### src/rtl/alu_pkg.sv
// Shared constants for the Hack-style ALU: function encodings and default width.
package alu_pkg;

   localparam int ALU_WIDTH = 16;

   typedef enum logic [1:0] {
      F_AND = 2'b00,
      F_ADD = 2'b01,
      F_OR  = 2'b10,
      F_XOR = 2'b11
   } alu_fn_e;

endpackage

### src/rtl/alu_core.sv
// Combinational ALU datapath: operand zero/invert, function mux, result
// invert and flag generation.
module alu_core
   import alu_pkg::*;
#(
   parameter int WIDTH = ALU_WIDTH
) (
   input  logic [WIDTH-1:0] a_i,
   input  logic [WIDTH-1:0] b_i,
   input  logic             zx_i,
   input  logic             nx_i,
   input  logic             zy_i,
   input  logic             ny_i,
   input  logic [1:0]       f_i,
   input  logic             no_i,
   output logic [WIDTH-1:0] res_o,
   output logic             zr_o,
   output logic             ng_o,
   output logic             cy_o
);

   logic [WIDTH-1:0] x1, x2, y1, y2, r;
   logic [WIDTH:0]   sum;

   always_comb begin
      x1  = zx_i ? '0 : a_i;
      x2  = nx_i ? ~x1 : x1;
      y1  = zy_i ? '0 : b_i;
      y2  = ny_i ? ~y1 : y1;
      sum = {1'b0, x2} + {1'b0, y2};
      r   = '0;
      case (alu_fn_e'(f_i))
         F_AND: r = x2 & y2;
         F_ADD: r = sum[WIDTH-1:0];
         F_OR:  r = x2 | y2;
         F_XOR: r = x2 ^ y2;
         default: r = '0;
      endcase
      res_o = no_i ? ~r : r;
      zr_o  = (res_o == '0);
      ng_o  = res_o[WIDTH-1];
      // carry reflects the raw adder, independent of the output invert
      cy_o  = (alu_fn_e'(f_i) == F_ADD) ? sum[WIDTH] : 1'b0;
   end

endmodule

### src/rtl/alu.sv
// Registered Hack-style ALU: one op per cycle, result and flags one clock later.
module alu
   import alu_pkg::*;
#(
   parameter int WIDTH = ALU_WIDTH
) (
   input  logic             clk,
   input  logic             rst,
   input  logic             in_valid,
   input  logic [WIDTH-1:0] a,
   input  logic [WIDTH-1:0] b,
   input  logic             zx,
   input  logic             nx,
   input  logic             zy,
   input  logic             ny,
   input  logic [1:0]       f,
   input  logic             no,
   output logic             out_valid,
   output logic [WIDTH-1:0] out,
   output logic             zr,
   output logic             ng,
   output logic             cy
);

   logic [WIDTH-1:0] res_d, out_q;
   logic             zr_d, ng_d, cy_d;
   logic             zr_q, ng_q, cy_q, vld_q;

   alu_core #(.WIDTH(WIDTH)) u_core (
      .a_i  (a),
      .b_i  (b),
      .zx_i (zx),
      .nx_i (nx),
      .zy_i (zy),
      .ny_i (ny),
      .f_i  (f),
      .no_i (no),
      .res_o(res_d),
      .zr_o (zr_d),
      .ng_o (ng_d),
      .cy_o (cy_d)
   );

   // result/flags only load on a valid op so they hold across idle cycles
   always_ff @(posedge clk or posedge rst) begin
      if (rst) begin
         out_q <= '0;
         zr_q  <= 1'b1;
         ng_q  <= 1'b0;
         cy_q  <= 1'b0;
         vld_q <= 1'b0;
      end else begin
         vld_q <= in_valid;
         if (in_valid) begin
            out_q <= res_d;
            zr_q  <= zr_d;
            ng_q  <= ng_d;
            cy_q  <= cy_d;
         end
      end
   end

   assign out_valid = vld_q;
   assign out       = out_q;
   assign zr        = zr_q;
   assign ng        = ng_q;
   assign cy        = cy_q;

endmodule

### config.mk
export PLATFORM = sky130hd
export DESIGN_NAME = alu
export DESIGN_NICKNAME = d
export VERILOG_FILES = /design/src/rtl/alu_pkg.sv /design/src/rtl/alu_core.sv /design/src/rtl/alu.sv
export SDC_FILE = /design/constraint.sdc
export NUM_CORES = 1
export LEC_CHECK = 0
export CAP_MARGIN = 30
export CORE_ASPECT_RATIO = 0.6
export CORE_MARGIN = 8
export CORE_UTILIZATION = 58
export CTS_BUF_LIST = sky130_fd_sc_hd__clkbuf_4 sky130_fd_sc_hd__clkbuf_8
export DETAILED_ROUTE_END_ITERATION = 16
export GPL_ROUTABILITY_DRIVEN = 1
export HOLD_SLACK_MARGIN = 0.15
export PLACE_DENSITY_LB_ADDON = 0.1
export SLEW_MARGIN = 20
export SYNTH_ARGS = -nofsm -noshare
export SYNTH_HDL_FRONTEND = slang
export SYNTH_SLANG_ARGS = --single-unit
### constraint.sdc
create_clock -name clk -period 2.23 [get_ports clk]
set_input_delay 0.3345 -clock clk [delete_from_list [all_inputs] [get_ports clk]]
set_output_delay 0.3345 -clock clk [all_outputs]
set_load 0.02 [all_outputs]
==> flow_summary.json, run 1 <==
{
  "stop_stage": "clock tree synthesis",
  "synthAdderAreaFrac_pct": 13.9,
  "cts.repair.resized": 141,
  "synth_ff_type": "dfrtp_1",
  "dp.cells": 570,
  "post_cts_buffers": 32,
  "ys_types": 55,
  "die_w_um": 109,
  "synth-compound-area-share_pct": 20.7,
  "synthMuxAreaShare_pct": 7.31,
  "synth-edff-count": 0,
  "detailed_place.area_um2": 4490,
  "yosysWarnings": 0,
  "fp-row-count": 20,
  "clk_path_buf_depth": 2,
  "synth_top_family_by_area": "compound AO/OA/AOI/OAI gates",
  "synth_area_um2": 3030,
  "cts_sinks": 19,
  "synthSimpleGateAreaFrac_pct": 18.3,
  "cts_made_buffers": 3,
  "cts_root_buffer": "clkbuf_8",
  "postSynthAreaPerCell_um2": 7.85,
  "pin_count": 62,
  "dieHeight_um": 72.0,
  "place.gp.congestion": 0.932,
  "error": "[ERROR DPL-0038] Utilization greater than 100%, impossible to legalize",
  "synthArstFlopShare_pct": 100,
  "cts_hold_buf": 0,
  "synth-xor-area-share_pct": 15.9,
  "synthesis.nets": 461,
  "port_buffers": 61,
  "status": "stopped before the end",
  "yosysSeqAreaShare_pct": 15.7,
  "ctsHtreeMaxLevel": 1,
  "start_util_pct": 60.0,
  "ys_ff_latch": 19,
  "hpwl_um": 8090,
  "syn_inst": 386
}
through the flow:
stage               setup slack (ps)  utilization, %  hold WS [ps]
global placement               -1360            88.8           489
floorplan                       -781               -           285
detailed placement             -1490            88.8           506
cells in the mapped netlist, types with 10 or more instances:
cell type	n	share of area [%]
dfrtp_1	18	15
clkbuf_1	12	1.5
mux2_2	15	5.6
o21ai_0	12	2.0
a211oi_1	12	3.0
xor2_1	10	2.9
ha_1	32	13
xnor2_1	45	13
nand2_1	14	1.7
nand2b_1	38	7.8
a21oi_1	30	5.0
nor2_1	27	3.3
inv_1	43	5.3
cell families after synthesis:
kind of cell	after synthesis
adders and majority gates	33
AOI/OAI and AO/OA	91
buffers and inverters	64
xor gates and xnor gates	55
muxes	19
and+or+nand+nor	105
DFF	19
==> run 2: changes to the inputs <==
==> config.mk (replaced) <==
export PLATFORM = sky130hd
export DESIGN_NAME = alu
export DESIGN_NICKNAME = d
export VERILOG_FILES = /design/src/rtl/alu_pkg.sv /design/src/rtl/alu_core.sv /design/src/rtl/alu.sv
export SDC_FILE = /design/constraint.sdc
export NUM_CORES = 1
export LEC_CHECK = 0
export CAP_MARGIN = 30
export CORE_MARGIN = 8
export CORE_UTILIZATION = 40
export DETAILED_ROUTE_END_ITERATION = 16
export GPL_ROUTABILITY_DRIVEN = 1
export PLACE_DENSITY_LB_ADDON = 0.15
export SLEW_MARGIN = 20
export SYNTH_ARGS = -nofsm -noshare
export SYNTH_HDL_FRONTEND = slang
export SYNTH_SLANG_ARGS = --single-unit
==> flow_summary.json, run 2 <==
{
  "status": "finished with violations",
  "failed_checks": "setup timing",
  "hpwl_um": 7050,
  "cts_tree": "done",
  "synth-edff-count": 0,
  "hp-class": "in -> async",
  "cts_sinks": 19,
  "cts_made_buffers": 3,
  "clk_path_buf_depth": 2,
  "setup_slack_ps": -897,
  "ys_top_cells_by_count": "45 x xnor2_1, 43 x inv_1, 38 x nand2b_1",
  "finalNetCount": 620,
  "dieHeight_um": 103,
  "path_max_fanout": 13,
  "synth_area_um2": 3030,
  "place.gp.congestion": 0.935,
  "start_util_pct": 41.6,
  "wl_per_cell_um": 14.5,
  "clk_latency_ps": 250,
  "grt_overflow_total": 0,
  "skew_ps": 0,
  "dr.pass1.iters": 5,
  "worst_setup_path_endpoint": "zr",
  "syn_to_final_growth_pct": 76.4,
  "critical_path_required_ps": 2390,
  "reg2reg_to": "zr",
  "ys_types": 55,
  "port_buffers": 61,
  "worstSetupEndpointType": "flip-flop",
  "cp-startpoint": "zy",
  "maxCapViolations": 0,
  "cts_root_buffer": "clkbuf_8",
  "yosys.area.top_type": "dfrtp_1",
  "synthArstFlopShare_pct": 100,
  "postSynthAreaPerCell_um2": 7.85,
  "postRouteAntennaNets": 0,
  "pin_count": 62,
  "drt-total-wl_um": 9340,
  "period_share_pct": 140,
  "hold_viol": 0,
  "core_area_um2": 7290,
  "via_per_inst": 5.09,
  "synth_ff_type": "dfrtp_1",
  "multi_input_area_um2": 3030,
  "cp_data_arrival_time_ps": 3290,
  "register_area_um2": 477,
  "grt_first_pass_wirelength_um": 14700,
  "die_w_um": 103,
  "rsz0062_at_grt": "yes",
  "fp-row-count": 31,
  "die_area_um2": 10600,
  "via_count": 3276,
  "r2r_cells": 2,
  "p_leak_nw": 2.49,
  "ys_ff_latch": 19,
  "holdWs_ps": 493,
  "n_antenna_cell": 0,
  "synthesis.nets": 461,
  "antenna_found_initial": 0,
  "setup_violations": 16,
  "fillers": 560,
  "finalPower_mw": 2.89,
  "remaining_drc_errors": 0,
  "yosys.cell_count.top_type": "xnor2_1",
  "r2r_start": "zr",
  "tightestPinTransition_ps": 689,
  "syn_inst": 386,
  "drive_gt1_share_pct": 42.6,
  "slew_violations": 0,
  "layout_commonest_cell": "buf_4",
  "rrSetupSlack_ps": 1430,
  "max-slew-margin-rel_pct": 54.0,
  "synth_area_leaders": "dfrtp_1 15%, ha_1 13%, xnor2_1 13%",
  "startpoint_type": "input pin",
  "ctsHtreeMaxLevel": 1,
  "yosysSeqAreaShare_pct": 15.7,
  "ir_drop_v": 0.000234,
  "final_cell_mix": "100 x buf_4, 42 x inv_1, 36 x clkdlybuf4s50_1, 28 x nand2b_1",
  "worstSetupPathType": "in -> reg",
  "clkSlewWorstSetupHoldPaths_ps": 70,
  "powerDensity_nw_per_um2": 541,
  "drt-initial-drc-count": 162,
  "dp_slack_ps": -1710,
  "fmax_mhz": 320,
  "grt_max_degree": 20,
  "grtUsageTotal_pct": 17.1,
  "cts_hold_buf": 0,
  "yosysWarnings": 0,
  "timing.final.crit_period_ps": 3130,
  "largest_reg_flops": 16,
  "synth_top_area_share_pct": 14.9,
  "grt_pass1_vias": 3261
}
run 2: cell counts after synthesis:
No cell type changed its count.
run 2: worst min-delay path by stage:
| stage | startpoint | endpoint | slack (ps) |
|---|---|---|---|
| finish | rst | out[8] | 490 |
| global route | out[3] | out[3] | 520 |
| CTS | out[13] | out[13] | 510 |
| detailed placement | out[8] | out[8] | 500 |
| global placement | out[2] | out[2] | 490 |
| floorplan | rst | cy | 280 |
run 2: timing repair:
action                     4_1_cts  5_1_grt
pin swaps                       56       27
setup endpoints to repair       18       18
buffers inserted                26        7
gates resized for setup        118       26
run 2: kinds of logic (layout without fill, tap and decap cells):
kind of cell               after synthesis  in the layout  synth area share (%)
muxes                                   19             19                  7.31
buffers and inverters                   64            222                  8.22
adders and majority gates               33             33                  13.9
xor gates and xnor gates                55             55                  15.9
AOI/OAI and AO/OA                       91             91                  20.7
and+or+nand+nor                        105            105                  18.3
DFF                                     19             19                  15.7
run 2: stage by stage:
stage / instance area [µm²] / instances / TNS (ps) / util [%]
finish: 5350 / 643 / -7080 / 73.3
global route: 5350 / 643 / -8440 / 73.3
CTS: 5140 / 636 / -6480 / 70.5
global placement: 4550 / 609 / -18120 / 62.4
detailed placement: 4550 / 609 / -18860 / 62.4
floorplan: 3360 / 386 / -4030 / -
run 2: cell type report:
cell class,count,share of cell area (%)
clock buffers,3,0.772
clock inverters,1,0.0936
inverters,43,3.02
multi-input cells,303,56.7
flip-flops and latches,19,8.92
well taps,99,2.32
repair buffers,175,28.2
run 2: critical path: stages:
cell,delay [ps]
buf_8,100
buf_6,130
nand2b_4,150
xnor2_2,140
ha_1,320
buf_6,100
o211ai_2,100
o211ai_2,220
buf_4,150
and2_4,140
a2bb2oi_2,50
o22a_1,230
or4_1,480
mux2_4,290
o41ai_4,340
run 2: routing by layer:
metal	vias to the layer above	global-route usage [%]	wire length [µm]
met5	-	0	0
met4	0	4.78	136
met1	1519	20.6	3910
met3	18	1.42	429
met2	108	31.6	4860
li1	1631	-	-
run 2: power breakdown:
part / internal [mW] / leakage [nW] / switching [mW]
logic: 1.19 / 2.24 / 0.993
clock network: 0.124 / 0.0255 / 0.105
registers: 0.433 / 0.220 / 0.0483
Power figures use the tool's default switching activity.
==> run 3: changes to the inputs <==
--- a/config.mk
+++ b/config.mk
@@ -10,7 +10,7 @@
 export CORE_UTILIZATION = 40
 export DETAILED_ROUTE_END_ITERATION = 16
 export GPL_ROUTABILITY_DRIVEN = 1
-export PLACE_DENSITY_LB_ADDON = 0.15
+export PLACE_DENSITY = 0.68
 export SLEW_MARGIN = 20
 export SYNTH_ARGS = -nofsm -noshare
 export SYNTH_HDL_FRONTEND = slang
==> flow_summary.json, run 3 (synthesis gave the netlist of run 2 again) <==
{
  "status": "finished with violations",
  "failed_checks": "setup timing",
  "critical_path.top_delay_family": "compound AO/OA/AOI/OAI gates",
  "timing.final.crit_period_ps": 3200,
  "setup_violations": 17,
  "worst_path_max_delay_cell": "o41a_1",
  "period_share_pct": 144,
  "dp.cells": 607,
  "startpoint_type": "input pin",
  "grt_first_pass_wirelength_um": 15500,
  "cp_slowest_stage_delay_ps": 500,
  "worstSetupEndpointType": "flip-flop",
  "grt_overflow_total": 0,
  "final_util_pct": 77.6,
  "path_max_fanout": 4,
  "critical_path_required_ps": 2380,
  "p_leak_nw": 2.65,
  "dr.pass1.iters": 5,
  "critPathBufInv": 3,
  "final_cell_mix": "92 x buf_4, 42 x inv_1, 31 x clkdlybuf4s50_1, 24 x nor2_1, 24 x nand2b_1",
  "cts_made_buffers": 3,
  "clkSlewWorstSetupHoldPaths_ps": 70,
  "ir_drop_v": 0.000240,
  "finalNetCount": 618,
  "grt_pass1_vias": 3348,
  "hold_viol": 0,
  "fmax_mhz": 312,
  "place.gp.congestion": 0.877,
  "hp-class": "in -> async",
  "port_buffers": 61,
  "worstSetupPathType": "in -> reg",
  "maxCapViolations": 0,
  "drt-total-wl_um": 12100,
  "register_area_um2": 477,
  "layout_commonest_cell": "buf_4",
  "die_w_um": 103,
  "via_per_inst": 5.59,
  "core_area_um2": 7290,
  "skew_ps": 0,
  "grtUsageTotal_pct": 18.1,
  "stdcell_count": 641,
  "die_area_um2": 10600,
  "largest_reg_flops": 16,
  "n_antenna_cell": 0,
  "fp-row-count": 31,
  "stdcell_area_um2": 5660,
  "detailed_place.area_um2": 4560,
  "cp_data_arrival_time_ps": 3360,
  "via_count": 3581,
  "powerDensity_nw_per_um2": 552,
  "cts_sinks": 19,
  "drive_gt1_share_pct": 46.3,
  "postRouteAntennaNets": 0,
  "finalPower_mw": 3.12,
  "rsz0062_at_grt": "yes",
  "dp_slack_ps": -1600,
  "wl_per_cell_um": 18.9,
  "cts_root_buffer": "clkbuf_8",
  "clk_latency_ps": 250,
  "tightestPinTransition_ps": 696,
  "pin_count": 62,
  "grt_max_degree": 22,
  "syn_to_final_growth_pct": 86.7,
  "clk_path_buf_depth": 2,
  "max-slew-margin-rel_pct": 53.5,
  "fillers": 475,
  "cts_hold_buf": 0,
  "drt-initial-drc-count": 217,
  "cts_tree": "done",
  "slew_violations": 0,
  "setup_slack_ps": -971,
  "start_util_pct": 41.6,
  "crit_chain": "buf_8, nand2b_4, xor2_4, inv_2, ha_4, fa_2, a211oi_4, o211ai_2, buf_4, a21oi_4, o2111a_1, a211oi_2, o41a_1, o41ai_4",
  "multi_input_area_um2": 3280,
  "dieHeight_um": 103,
  "ctsHtreeMaxLevel": 1,
  "antenna_found_initial": 0,
  "remaining_drc_errors": 0,
  "hpwl_um": 6940
}
==> run 3: cell types whose count changed in the layout (fill, tap and decap cells not counted), moves of 4 or more <==
cell / before / now
a21oi_1: 17 / 13
dlymetal6s2s_1: 1 / 10
nand2b_4: 10 / 14
clkdlybuf4s50_1: 36 / 31
xnor2_2: 26 / 22
a21oi_2: 10 / 14
xor2_2: 0 / 4
xor2_1: 9 / 5
nand2b_1: 28 / 24
xnor2_4: 2 / 9
buf_4: 100 / 92
==> run 3: worst paths after layout <==
check | from | to | slack [ps] | depth (start not counted)
min in group clk | out[2] | out[2] | 510 | 1
hold reg to reg | out[2] | out[2] | 510 | 1
max in group asynchronous | rst | out[13] | 1300 | 2
setup reg to reg | zr | zr | 1410 | 2
hold / removal | rst | out[4] | 490 | 2
setup / recovery | zy | zr | -970 | 14
==> run 3: power breakdown <==
group          internal, mW  switching (mW)  total (mW)
logic                  1.27            1.14        2.40
registers             0.433          0.0493       0.482
clock network         0.127           0.107       0.234
==> run 3: repair_timing <==
item / CTS / global route
buffers inserted: 20 / 19
pin swaps: 51 / 67
setup endpoints to repair: 18 / 17
resized for setup: 97 / 89
==> run 3: per-layer routing <==
metal,vias up,track usage [%],part of all wire [%]
met2,188,32.8,52
met5,-,0,0
met3,51,2.03,6.1
met4,0,6.01,4.3
li1,1616,-,-
met1,1726,21.5,38
==> run 3: final cells by class <==
| type | instances | share of cell area (%) |
|---|---|---|
| clock buffers | 4 | 0.796 |
| well taps | 99 | 2.19 |
| repair buffers | 173 | 27.8 |
| flip-flops and latches | 19 | 8.43 |
| inverters | 43 | 2.85 |
| multi-input cells | 303 | 57.9 |
==> run 3: through the flow <==
stage | setup TNS (ps) | hold slack (ps)
after detailed placement | -18530 | 490
after global placement | -18150 | 489
after CTS | -6450 | 510
final | -7460 | 494
after global routing | -8800 | 524
after floorplan | -4030 | 285
==> run 3: worst register-to-register path, stage by stage, from the launching register on <==
cell,delay (ps)
dfstp_2,530
nand2b_1,110
o41ai_4,80
==> run 4: changes to the inputs <==
--- a/config.mk
+++ b/config.mk
@@ -5,6 +5,7 @@
 export SDC_FILE = /design/constraint.sdc
 export NUM_CORES = 1
 export LEC_CHECK = 0
+export ABC_CLOCK_PERIOD_IN_PS = 2230
 export CAP_MARGIN = 30
 export CORE_MARGIN = 8
 export CORE_UTILIZATION = 40
==> results of run 4 <==
Final layout, timing and power as in run 3 (identical DEF).
